### src/rtl/mac_array4.sv
// mac_array4: four-lane int8 multiply-accumulate engine.
//
// Each accepted beat carries four signed int8 activations (feature) and one
// packed weight word per lane. Stage 1 registers the per-lane 4-element dot
// product. Stage 2 adds that dot product into the lane accumulator one cycle
// later. After the programmed number of beats the four accumulators are
// presented under a result_valid / result_ack handshake.
//
// Build option:
//   MAC_ARRAY_SAT_EN  when defined, stage 2 saturates each lane to the signed
//                     ACC_W range. When undefined (default), addition wraps.
//
// Ports:
//   clk               rising-edge clock
//   rstn              synchronous active-low reset
//   start, len        run request (IDLE only) and beat count sampled with it
//   in_valid/in_ready beat handshake; in_ready is high only in RUN
//   feature           x0=[31:24] x1=[23:16] x2=[15:8] x3=[7:0], signed int8
//   weight0..weight3  per-lane signed int8 weights, same byte order
//   busy              high outside IDLE
//   result_valid      high in DONE
//   result_ack        consumer accepted the results
//   result0..result3  registered lane accumulators, signed ACC_W

module mac_array4 #(
  parameter int LEN_W = 9,
  parameter int ACC_W = 26
) (
  input  logic                    clk,
  input  logic                    rstn,
  input  logic                    start,
  input  logic [LEN_W-1:0]        len,
  input  logic                    in_valid,
  output logic                    in_ready,
  input  logic [31:0]             feature,
  input  logic [31:0]             weight0,
  input  logic [31:0]             weight1,
  input  logic [31:0]             weight2,
  input  logic [31:0]             weight3,
  output logic                    busy,
  output logic                    result_valid,
  input  logic                    result_ack,
  output logic signed [ACC_W-1:0] result0,
  output logic signed [ACC_W-1:0] result1,
  output logic signed [ACC_W-1:0] result2,
  output logic signed [ACC_W-1:0] result3
);

  typedef enum logic [1:0] {
    IDLE  = 2'd0,
    RUN   = 2'd1,
    DRAIN = 2'd2,
    DONE  = 2'd3
  } state_t;

  state_t                  state_q;
  logic [LEN_W-1:0]        remaining_q;
  logic                    s1_valid_q;
  logic signed [17:0]      dot_q [4];
  logic signed [ACC_W-1:0] acc_q [4];
  logic [31:0]             weight_lane [4];

  always_comb begin
    weight_lane[0] = weight0;
    weight_lane[1] = weight1;
    weight_lane[2] = weight2;
    weight_lane[3] = weight3;
  end

  // Signed 4-element dot product; four 16-bit products fit in 18 bits.
  function automatic logic signed [17:0] lane_dot(input logic [31:0] x,
                                                  input logic [31:0] w);
    logic signed [17:0] s;
    logic signed [7:0]  a;
    logic signed [7:0]  b;
    logic signed [15:0] p;
    s = '0;
    for (int unsigned i = 0; i < 4; i++) begin
      a = x[8*i +: 8];
      b = w[8*i +: 8];
      p = a * b;
      s = s + 18'(p);
    end
    return s;
  endfunction

  function automatic logic signed [ACC_W-1:0] acc_add(
      input logic signed [ACC_W-1:0] acc,
      input logic signed [17:0]      dot);
`ifdef MAC_ARRAY_SAT_EN
    logic signed [ACC_W:0] s;
    s = (ACC_W+1)'(acc) + (ACC_W+1)'(dot);
    // Top two bits disagree only when the sum left the ACC_W signed range.
    if (s[ACC_W] != s[ACC_W-1]) begin
      return s[ACC_W] ? {1'b1, {(ACC_W-1){1'b0}}} : {1'b0, {(ACC_W-1){1'b1}}};
    end
    return s[ACC_W-1:0];
`else
    return acc + ACC_W'(dot);
`endif
  endfunction

  always_ff @(posedge clk) begin
    if (!rstn) begin
      state_q     <= IDLE;
      remaining_q <= '0;
      s1_valid_q  <= 1'b0;
      for (int unsigned k = 0; k < 4; k++) begin
        dot_q[k] <= '0;
        acc_q[k] <= '0;
      end
    end else begin
      s1_valid_q <= 1'b0;

      // Stage 2 runs independently of the state so the final beat lands in DRAIN.
      if (s1_valid_q) begin
        for (int unsigned k = 0; k < 4; k++) begin
          acc_q[k] <= acc_add(acc_q[k], dot_q[k]);
        end
      end

      case (state_q)
        IDLE: begin
          if (start) begin
            for (int unsigned k = 0; k < 4; k++) begin
              acc_q[k] <= '0;
            end
            remaining_q <= len;
            state_q     <= (len == '0) ? DONE : RUN;
          end
        end
        RUN: begin
          if (in_valid) begin
            s1_valid_q <= 1'b1;
            for (int unsigned k = 0; k < 4; k++) begin
              dot_q[k] <= lane_dot(feature, weight_lane[k]);
            end
            remaining_q <= remaining_q - LEN_W'(1);
            if (remaining_q == LEN_W'(1)) begin
              state_q <= DRAIN;
            end
          end
        end
        DRAIN: begin
          state_q <= DONE;
        end
        DONE: begin
          if (result_ack) begin
            state_q <= IDLE;
          end
        end
        default: begin
          state_q <= IDLE;
        end
      endcase
    end
  end

  always_comb begin
    in_ready     = (state_q == RUN);
    busy         = (state_q != IDLE);
    result_valid = (state_q == DONE);
  end

  assign result0 = acc_q[0];
  assign result1 = acc_q[1];
  assign result2 = acc_q[2];
  assign result3 = acc_q[3];

endmodule

### config.mk
export PLATFORM = sky130hd
export DESIGN_NAME = mac_array4
export DESIGN_NICKNAME = d
export VERILOG_FILES = /design/src/rtl/mac_array4.sv
export SDC_FILE = /design/constraint.sdc
export NUM_CORES = 2
export LEC_CHECK = 0
export ABC_AREA = 1
export CELL_PAD_IN_SITES_DETAIL_PLACEMENT = 0
export CELL_PAD_IN_SITES_GLOBAL_PLACEMENT = 1
export CORE_ASPECT_RATIO = 1.4
export CORE_MARGIN = 8
export CORE_UTILIZATION = 48
export CTS_CLUSTER_SIZE = 8
export DETAILED_ROUTE_END_ITERATION = 6
export PLACE_DENSITY_LB_ADDON = 0.1
export SLEW_MARGIN = 25
export SYNTH_ARGS = -nofsm -noshare
export SYNTH_HDL_FRONTEND = slang
export SYNTH_SLANG_ARGS = --single-unit
### constraint.sdc
create_clock -name clk -period 10.4 [get_ports clk]
set_input_delay 2.08 -clock clk [delete_from_list [all_inputs] [get_ports clk]]
set_output_delay 2.08 -clock clk [all_outputs]
set_load 0.02 [all_outputs]
==> run metrics <==
TritonCTS buffer count=17; post-synth cell types=just under 50; growth of design area from synthesis to finish=8.00%; normalized max-slew margin=between 20% and 30%; post_cts resized=0; Crit-path slowest cell=fa_1; Critical Path, Cell by Cell=clkdlybuf4s50_1 > nand2_1 > inv_1 > fa_1 > inv_1 > fa_1 > fa_1 > inv_1 > fa_1 > fa_1 > fa_1 > fa_1 > inv_1 > fa_1 > inv_1 > ha_1 > a21o_1 > a21boi_0 > nand3_1 > a21o_1 > nor2_1 > nor2_1; cells after synthesis=roughly 7400; 1st-iter DRT viols=2614; cell area after layout=roughly 0.064 mm²; worst skew pair latency=around 0.48 ns; FMAX=around 110 MHz; Netlist Area Pre-Place=roughly 0.06 mm²; Synth area leaders=fa_1 43%, inv_1 15%, ha_1 10%; cell mode on critical path=fa_1; Req. time, crit path=between 10 and 15 ns; RR Endpoint=dot_q[2][11]; chip width=312 µm; detailed-route via count=44800; R2R setup slack=7.48 ns; core area=0.122 mm²; WP buf/inv=6; IO buf count=280; Synth warnings=0; Rows=about 150; max cap viols=0; initial antenna violation count=18; first-pass GRT wire length=264000 µm; Mean Syn Cell Area=between 7 and 8 µm²; share of the synthesized area in the top cell type=43.3%; setup tns final=0 ns; Crit path depth=22; Final ANT Viol Nets=0; Hold Crit Class=reg -> reg; Starting Density=48.3%; synthesized flop and latch total=about 190; WL per Instance=between 15 and 20 µm; DRC errors left=0; Die Y=431 µm; total congestion overflow=0; Slew Limit Fails=0; largest area contributor in the netlist=fa_1; Clock Skews=~0.015 ns; critical path peak fanout=8; CP peak stage delay=~0.70 ns; hold_buf cts=0; vias in the first global route=about 48000; CTS tree=yes; clock root buffer=clkbuf_16; RSZ-0062 raised after global routing=false; commonest non-fill, non-tap cells in the layout=2401 x inv_1, 1643 x nand2_1, 1276 x fa_1, 495 x ha_1, 333 x nor2_1; final worst slack=around 1.6 ns; Pre-antenna DRT Iters=6; DR vias/cell=~4.9; Hold Vio Cnt, Final=0; Worst Reg2Reg Path Length in Cells=8; Routability Congestion=approximately 0.91; dpl ws=roughly 1.1 ns; Critical R2R Launch=state_q[1]; crit path DAT=between 9 and 10 ns; critical setup path kind=in -> reg; Util after Layout=a little over half; Final Setup Violations=0; CTS clk-pin slew, worst paths=0.08 ns; HPWL Detailed=140000 µm; CP startpoint=weight1[24]; worst slew pin tran=~1.1 ns; part of the cycle the worst path needs=roughly 85%; pin count of the biggest net entering global routing=73; final WL=163000 µm; Synthesized Nets=approximately 9400; worst setup path endpoint=dot_q[1][15]; Clock Path Buffers=2; total clock sinks=188; Tmin final=just under 9 ns; status=complete, no violations; CP endpoint kind=flop; commonest non-fill, non-tap cell in the layout=inv_1; area post-placement=~0.063 mm²; CP startpoint kind=input pin; Top Family by Delay on Critical Path=adder cells; Nets=9492; gr usage total=between 20 and 30%; DIE AREA=0.135 mm²; I/O pins=between 200 and 300; sequential share of the synthesized area=approximately 8.5%; share of post-route cells with drive strength above 1=under 10%; Setup Fix Bufs, Post-CTS=0; H-tree Lvls=4
synthesized netlist by cell type (all sizes together):
cell     count
or2          9
nor2       336
nor3b        2
nor4         4
buf         35
o2111ai      2
nand3      166
a31oi        7
edfxtp     124
and2         1
a211oi       3
o211ai       4
o21ai      168
o21bai      19
a21boi       6
o22ai        1
a21o        18
clkbuf     208
nand4       36
xor2        13
nand2b       1
fa        1276
nand3b      13
nor3        18
o21a        21
inv       2409
dfxtp       64
ha         495
a21oi      316
xnor2       17
nand2     1645
how the worst min path moves through the flow:
| stage | endpoint | slack, ns | depth (start not counted) | start |
|---|---|---|---|---|
| 2_1_floorplan | remaining_q[6] | 0.45 | 2 | remaining_q[6] |
| 3_3_place_gp | remaining_q[6] | 0.47 | 2 | remaining_q[6] |
| 3_5_place_dp | remaining_q[6] | 0.47 | 2 | remaining_q[6] |
| 4_1_cts | remaining_q[2] | 0.48 | 2 | remaining_q[2] |
| 5_1_grt | acc_q[3][24] | 0.50 | 2 | acc_q[3][24] |
| 6_report | remaining_q[6] | 0.48 | 2 | remaining_q[6] |
registers in the layout, summed over array words and instances (netlist names):
signal and flops:
acc_q 104, dot_q 72, remaining_q 9, s1_valid_q 1, state_q 2
cells by family after synthesis:
family / count (synthesis) / synth area share, %
simple gates: 2231 / 15.0
xor+xnor: 30 / 0.445
buf+inv: 2652 / 17.1
fa+ha+maj: 1771 / 53.8
flops: 188 / 8.48
compound gates: 565 / 5.20
metal layers:
| metal | share of wire (%) | track usage [%] | up-vias | wire length [µm] |
|---|---|---|---|---|
| met2 | 45 | 40.5 | 1215 | 74100 |
| li1 | - | - | 21500 | - |
| met1 | 45 | 35.1 | 21900 | 73200 |
| met5 | 0.047 | 0 | - | 77 |
| met3 | 6.2 | 3.14 | 168 | 10100 |
| met4 | 3.6 | 7.93 | 12 | 5940 |
worst register-to-register path, cell delays in order (launching register included):
cell and delay [ns]:
dfxtp_1 0.35, inv_1 0.11, ha_1 0.49, inv_6 0.17, nor3_4 0.22, buf_4 0.50, inv_2 0.48, a21oi_1 0.24
o21a_1 0.22
final cells by class:
type / instances / area [µm²]
Timing Repair Buffer: 334 / 3100
Clock inverter: 13 / 165
Inverter: 2409 / 9050
Clock buffer: 19 / 433
Sequential cell: 188 / 5000
Fill cell: 12000 / 58500
Antenna cell: 10 / 25.0
Tap cell: 1617 / 2020
Multi-Input combinational cell: 4597 / 43900
per-stage QoR:
step,hold slack [ns],instances
floorplan,0.452,7437
CTS,0.483,9176
detailed placement,0.469,9144
finish,0.484,9187
global route,0.499,9181
global placement,0.472,9144
Power is left out: the tool's default activity adds up to more than one toggle a clock period on the data nets, which glitch-free logic cannot reach.
